$ cat src/rtl/mvm_uart_pkg.sv
// Shared UART definitions for the MVM system (RX and TX stages).
// Holds the receiver state enum, default framing constants and a parity helper.
package mvm_uart_pkg;

  localparam int DEF_CLOCKS_PER_PULSE = 2604;
  localparam int DEF_BITS_PER_WORD    = 8;

  typedef enum logic [2:0] {
    IDLE,
    START,
    DATA,
    PARITY,
    STOP
  } rx_state_t;

  function automatic logic even_bit(
    input logic [DEF_BITS_PER_WORD-1:0] d
  );
    return ^d;
  endfunction

endpackage

$ cat src/rtl/mvm_uart_rx_if.sv
// Single-entry valid/ready byte stream from the UART RX stage
// to the MVM input loader.
interface mvm_uart_rx_if
  import mvm_uart_pkg::*;
#(
  parameter int W = DEF_BITS_PER_WORD
) ();

  logic [W-1:0] m_data;
  logic         m_valid;
  logic         m_ready;

  modport master (
    output m_data,
    output m_valid,
    input  m_ready
  );

  modport slave (
    input  m_data,
    input  m_valid,
    output m_ready
  );

endinterface

$ cat src/rtl/sync_2ff.sv
// Generic two-flop synchronizer for asynchronous inputs.
// RST_VAL sets the value both flops take during reset.
module sync_2ff #(
  parameter int           W       = 1,
  parameter logic [W-1:0] RST_VAL = '0
) (
  input  logic         clk,
  input  logic         rst,
  input  logic [W-1:0] d,
  output logic [W-1:0] q
);

  logic [W-1:0] meta;

  // two-stage capture of the asynchronous input
  always_ff @(posedge clk) begin
    if (rst) begin
      meta <= RST_VAL;
      q    <= RST_VAL;
    end else begin
      meta <= d;
      q    <= meta;
    end
  end

endmodule

$ cat src/rtl/mvm_uart_rx.sv
// UART receiver feeding the MVM input buffer: 8N1 frames, or 8E1 when
// MVM_UART_RX_PARITY_EN is defined; errors are reported as one-cycle pulses.
module mvm_uart_rx
  import mvm_uart_pkg::*;
#(
  parameter int CLOCKS_PER_PULSE = DEF_CLOCKS_PER_PULSE,
  parameter int BITS_PER_WORD    = DEF_BITS_PER_WORD
) (
  input  logic          clk,
  input  logic          rst,
  input  logic          rx,
  mvm_uart_rx_if.master m,
  output logic          frame_err,
  output logic          parity_err,
  output logic          overrun
);

  localparam int CW = $clog2(CLOCKS_PER_PULSE);
  localparam int IW =
    (BITS_PER_WORD > 1) ? $clog2(BITS_PER_WORD) : 1;

  localparam logic [CW-1:0] HALF_M1 =
    CW'(CLOCKS_PER_PULSE / 2 - 1);
  localparam logic [CW-1:0] FULL_M1 =
    CW'(CLOCKS_PER_PULSE - 1);
  localparam logic [IW-1:0] LAST =
    IW'(BITS_PER_WORD - 1);

  logic rx_s;

  rx_state_t               state_q;
  rx_state_t               state_d;
  logic [CW-1:0]           cnt_q;
  logic [CW-1:0]           cnt_d;
  logic [IW-1:0]           idx_q;
  logic [IW-1:0]           idx_d;
  logic [BITS_PER_WORD-1:0] sh_q;
  logic [BITS_PER_WORD-1:0] sh_d;
  logic                    brk_q;
  logic                    brk_d;
  logic                    good;
  logic                    ferr;
`ifdef MVM_UART_RX_PARITY_EN
  logic                    perr_q;
  logic                    perr_d;
  logic                    perr_hit;
`endif

  sync_2ff #(
    .W       (1),
    .RST_VAL (1'b1)
  ) u_sync (
    .clk (clk),
    .rst (rst),
    .d   (rx),
    .q   (rx_s)
  );

  // next-state, bit timing and end-of-frame verdict
  always_comb begin
    state_d = state_q;
    cnt_d   = cnt_q + 1'b1;
    idx_d   = idx_q;
    sh_d    = sh_q;
    brk_d   = brk_q;
    good    = 1'b0;
    ferr    = 1'b0;
`ifdef MVM_UART_RX_PARITY_EN
    perr_d   = perr_q;
    perr_hit = 1'b0;
`endif
    unique case (state_q)
      IDLE: begin
        cnt_d = '0;
        if (rx_s) begin
          brk_d = 1'b0;
        end else if (!brk_q) begin
          state_d = START;
        end
      end
      START: begin
        if (cnt_q == HALF_M1) begin
          cnt_d = '0;
          idx_d = '0;
`ifdef MVM_UART_RX_PARITY_EN
          perr_d = 1'b0;
`endif
          state_d = rx_s ? IDLE : DATA;
        end
      end
      DATA: begin
        if (cnt_q == FULL_M1) begin
          cnt_d       = '0;
          sh_d[idx_q] = rx_s;
          idx_d       = idx_q + 1'b1;
          if (idx_q == LAST) begin
`ifdef MVM_UART_RX_PARITY_EN
            state_d = PARITY;
`else
            state_d = STOP;
`endif
          end
        end
      end
`ifdef MVM_UART_RX_PARITY_EN
      PARITY: begin
        if (cnt_q == FULL_M1) begin
          cnt_d   = '0;
          perr_d  = (rx_s != (^sh_q));
          state_d = STOP;
        end
      end
`endif
      STOP: begin
        if (cnt_q == FULL_M1) begin
          cnt_d   = '0;
          state_d = IDLE;
          if (!rx_s) begin
            ferr  = 1'b1;
            brk_d = 1'b1;
`ifdef MVM_UART_RX_PARITY_EN
          end else if (perr_q) begin
            perr_hit = 1'b1;
`endif
          end else begin
            good = 1'b1;
          end
        end
      end
      default: begin
        state_d = IDLE;
        cnt_d   = '0;
      end
    endcase
  end

  // FSM state and frame datapath registers
  always_ff @(posedge clk) begin
    if (rst) begin
      state_q <= IDLE;
      cnt_q   <= '0;
      idx_q   <= '0;
      sh_q    <= '0;
      brk_q   <= 1'b0;
`ifdef MVM_UART_RX_PARITY_EN
      perr_q  <= 1'b0;
`endif
    end else begin
      state_q <= state_d;
      cnt_q   <= cnt_d;
      idx_q   <= idx_d;
      sh_q    <= sh_d;
      brk_q   <= brk_d;
`ifdef MVM_UART_RX_PARITY_EN
      perr_q  <= perr_d;
`endif
    end
  end

  // holding register and error pulses
  always_ff @(posedge clk) begin
    if (rst) begin
      m.m_data  <= '0;
      m.m_valid <= 1'b0;
      frame_err <= 1'b0;
      overrun   <= 1'b0;
    end else begin
      frame_err <= ferr;
      overrun   <= good && m.m_valid && !m.m_ready;
      if (good && (!m.m_valid || m.m_ready)) begin
        m.m_data  <= sh_q;
        m.m_valid <= 1'b1;
      end else if (m.m_valid && m.m_ready) begin
        m.m_valid <= 1'b0;
      end
    end
  end

`ifdef MVM_UART_RX_PARITY_EN
  // parity error pulse aligned with the other verdicts
  always_ff @(posedge clk) begin
    if (rst) begin
      parity_err <= 1'b0;
    end else begin
      parity_err <= perr_hit;
    end
  end
`else
  assign parity_err = 1'b0;
`endif

endmodule

$ cat src/flat_wrapper.sv
// flat-port wrapper written by rule: the top's interface ports become plain ports
module mvm_uart_rx_flat import mvm_uart_pkg::*;
#(
  parameter int CLOCKS_PER_PULSE = DEF_CLOCKS_PER_PULSE,
  parameter int BITS_PER_WORD    = DEF_BITS_PER_WORD
)
  (clk, rst, rx, frame_err, parity_err, overrun, m_m_data, m_m_valid, m_m_ready);
  mvm_uart_rx_if m_i ();
  input  logic clk;
  input  logic rst;
  input  logic rx;
  output logic frame_err;
  output logic parity_err;
  output logic overrun;
  output wire logic [$bits(m_i.m_data)-1:0] m_m_data;
  output wire logic [$bits(m_i.m_valid)-1:0] m_m_valid;
  input wire logic [$bits(m_i.m_ready)-1:0] m_m_ready;
  assign m_m_data = m_i.m_data;
  assign m_m_valid = m_i.m_valid;
  assign m_i.m_ready = m_m_ready;
  mvm_uart_rx #(.CLOCKS_PER_PULSE(CLOCKS_PER_PULSE), .BITS_PER_WORD(BITS_PER_WORD)) u_core (.clk(clk), .rst(rst), .rx(rx), .m(m_i), .frame_err(frame_err), .parity_err(parity_err), .overrun(overrun));
endmodule
$ cat config.mk
export PLATFORM = sky130hd
export DESIGN_NAME = mvm_uart_rx_flat
export DESIGN_NICKNAME = d
export VERILOG_FILES = /design/src/rtl/mvm_uart_pkg.sv /design/src/rtl/mvm_uart_rx_if.sv /design/src/rtl/sync_2ff.sv /design/src/rtl/mvm_uart_rx.sv /design/src/flat_wrapper.sv
export SDC_FILE = /design/constraint.sdc
export NUM_CORES = 1
export LEC_CHECK = 0
export CAP_MARGIN = 20
export CORE_UTILIZATION = 41
export CTS_CLUSTER_DIAMETER = 80
export DETAILED_ROUTE_END_ITERATION = 8
export GPL_TIMING_DRIVEN = 0
export PLACE_DENSITY = 0.7
export SETUP_SLACK_MARGIN = 0.05
export SYNTH_ARGS = -nofsm -noshare
export SYNTH_HDL_FRONTEND = slang
export SYNTH_SLANG_ARGS = --single-unit
$ cat constraint.sdc
create_clock -name clk -period 2.1 [get_ports clk]
set_input_delay 0.21 -clock clk [delete_from_list [all_inputs] [get_ports clk]]
set_output_delay 0.21 -clock clk [all_outputs]
set_load 0.005 [all_outputs]
==> run_results.csv, run 1 <==
group,metric,value,unit
status,status,"finished clean",
sta,period_needed,2.07,ns
final_layout,areaGrowthSynthToFinish,23.4,%
synthesis,ys.flop_type,"dfxtp_1",
power,p_leak,0.678,nW
die,initial_utilization,0.439,
critical_path,crit_fanout,8,
synthesis,syn_area,1820,sq um
critical_path,critPathSlowestCell,"or4_4",
sta,finalClockSkew,0.0117,ns
sta,rsz0062_at_grt,"true",
sta,slew_headroom,0.581,
synthesis,synth.most_common_cell,"dfxtp_1",
global_routing,grt.total_usage,0.187,
job,cap_violations,0,
final_layout,diodes,0,
synthesis,netlist_top_cells_area,"dfxtp_1, a21oi_1, nand3_1",
clock_tree,cts-root-buf,"clkbuf_8",
critical_path,crit_top_cell,"or4_4",
power,p_total,1.33,mW
synthesis,yosysTopAreaCellShare,0.440,
route,dr_wl_met3,192,um
sta,worst_slew_pin_slew,0.628,ns
route,drtPass1Iterations,4,
synthesis,async_reset_ff_frac,0,
power,ir_worst_vdd,0.396,mV
route,antenna_left,0,
sta,slew_viol_final,0,
clock_tree,clk_latency,0.29,ns
sta,fin_crit_sh,0.986,
clock_tree,cts_inserted_buffers,5,
clock_tree,cts_max_path_buffers,2,
power,power_density,590,nW/um^2
synthesis,ys_ff_latch,40,
synthesis,yosysUniqueCellTypes,41,
critical_path,crit_type,"register to register",
final_layout,drive_gt1_frac,0.183,
sta,fin_ws,0.0289,ns
sta,setup_viol,0,
global_routing,gr-total-overflow,0,
sta,tns,0,ns
critical_path,cp_data_arrival_time,2.23,ns
synthesis,synth_common_cells,"dfxtp_1, a21oi_1, nand3_1",
route,highest_layer,"met4",
synthesis,yosys_warnings,0,
route,drt_iter0_drc,68,
synthesis,syn-mean-instance-area,8.55,sq um
placement,port_buffers,14,
placement,place_ws,-0.106,ns
route,vias_per_cell,5.59,
clock_tree,cts_tree,"built",
synthesis,syn_nets,221,
die,fp.coreArea,4140,sq um
placement,dp_hpwl,2620,um
critical_path,critPathLaunchType,"register",
global_routing,antenna_found_initial,0,
clock_tree,clock-sinks,40,
final_layout,stdcell_count,285,
route,wl_met2,1910,um
placement,placedCellCount,277,
route,vias,1594,
synthesis,netlist_instances,213,
die,die_h,68.6,um
global_routing,grt_start_max_net_pins,13,
route,wl_per_cell,13.9,um
critical_path,cp.required,2.26,ns
global_routing,grt_pass1_wl,6520,um
synthesis,yosysSeqAreaShare,0.440,
critical_path,path_cells,"or4_4 > or4_4 > buf_8 > o31ai_2 > a21oi_1",
die,row_count,23,
clock_tree,path_clk_slew,0.08,ns
synthesis,synth_edf_count,0,
min_path,hp-class,"register to register",
sta,fmax,483,MHz
die,io_pins,16,
sta,hold_viol_final,0,
placement,gp_congestion,0.855,
route,routed_wl,3950,um
clock_tree,cts-htree-levels,2,
synthesis,synth_top_area_cell,"dfxtp_1",
die,fp.dieW,68.6,um
critical_path,critPathMaxStageDelay,0.57,ns
die,dieArea,4710,sq um
final_layout,nets,242,
critical_path,critPathCaptureType,"register",
route,route.detailed.drc,0,
route,m1WireLength,1800,um
global_routing,grt_pass1_vias,1493,
==> cells by family (layout without fill, tap and decap cells) <==
family / after synthesis / in the layout / synth area share
compound gates: 48 / 48 / 0.163
xor+xnor: 10 / 10 / 0.0481
fa+ha+maj: 4 / 4 / 0.0275
buf+inv: 21 / 43 / 0.0474
flops: 40 / 40 / 0.440
other cells: 1 / 1 / 0.00206
simple gates: 89 / 89 / 0.272
==> final cells by class <==
type,instances,area (sq um)
buffer,12,70.1
clock buffer,6,82.6
clock inverter,2,10.0
fill,395,1900
inverter,7,26.3
multi-input combinational,152,1020
sequential,40,818
tap,50,62.6
timing repair buffer,16,155
==> metrics by stage <==
| stage | hold slack [ns] | util | area (sq um) |
|---|---|---|---|
| after CTS | 0.417 | 0.521 | 2160 |
| after global routing | 0.424 | 0.542 | 2250 |
| after floorplan | 0.314 | - | 1820 |
| final | 0.413 | 0.542 | 2250 |
| after detailed placement | 0.399 | 0.488 | 2020 |
| after global placement | 0.392 | 0.488 | 2020 |
==> cells in the final DEF (no fill, tap or decap), drive strengths merged, types with 2 or more instances in the layout <==
cell	instances
or4	2
nor4bb	2
clkbuf	12
ha	4
buf	8
nor2	14
inv	7
nor2b	5
nand3	19
nor3	9
xnor2	8
nor4	3
dfxtp	40
o31ai	5
o21ai	15
a211oi	2
or3	3
a21oi	21
nor3b	2
nand2	11
nand4	10
clkdlybuf4s50	14
o41ai	3
or2	2
nand2b	2
xor2	2
clkinv	2
==> metal layers <==
metal / GRT usage / vias up
met5: 0 / -
met3: 0.0411 / 5
li1: - / 810
met2: 0.322 / 29
met4: 0.0703 / 0
met1: 0.226 / 750
==> registers in the layout, indices dropped and copies added, names as in the netlist <==
signal,flops
u_core.u_sync.q,1
u_core.m.m_data,8
u_core.sh_q,8
u_core.brk_q,1
u_core.overrun,1
u_core.cnt_q,12
u_core.frame_err,1
u_core.idx_q,3
u_core.m.m_valid,1
u_core.u_sync.meta,1
u_core.state_q,3
==> critical path, delay by kind of cell, from the launching register on <==
family | cells | cell delay [ns]
flops | 1 | 0.34
buf+inv | 1 | 0.16
simple gates | 2 | 1.14
compound gates | 2 | 0.30
==> timing repair <==
item,CTS,global route
setup buffers,1,1
resized for setup,14,21
hold endpoints to repair,0,0
pin swaps,2,4
hold buffers,0,0
setup endpoints to repair,29,33
==> final timing paths <==
kind,to,cells after the start,start,slack [ns]
min,u_core.u_sync.q,1,u_core.u_sync.meta,0.41
max,u_core.sh_q[7],5,u_core.cnt_q[7],0.03
max reg2reg,u_core.sh_q[7],5,u_core.cnt_q[7],0.03
min reg2reg,u_core.u_sync.q,1,u_core.u_sync.meta,0.41
==> power breakdown <==
part           switching [mW]  internal (mW)
sequential            0.00323          0.757
clock                   0.266          0.262
combinational          0.0225         0.0145
Power figures use the tool's default switching activity.
==> run 2, diff against run 1 <==
SLEW_MARGIN = 20   (was unset)
==> results of run 2 <==
Final layout, timing and power as in run 1 (identical DEF).
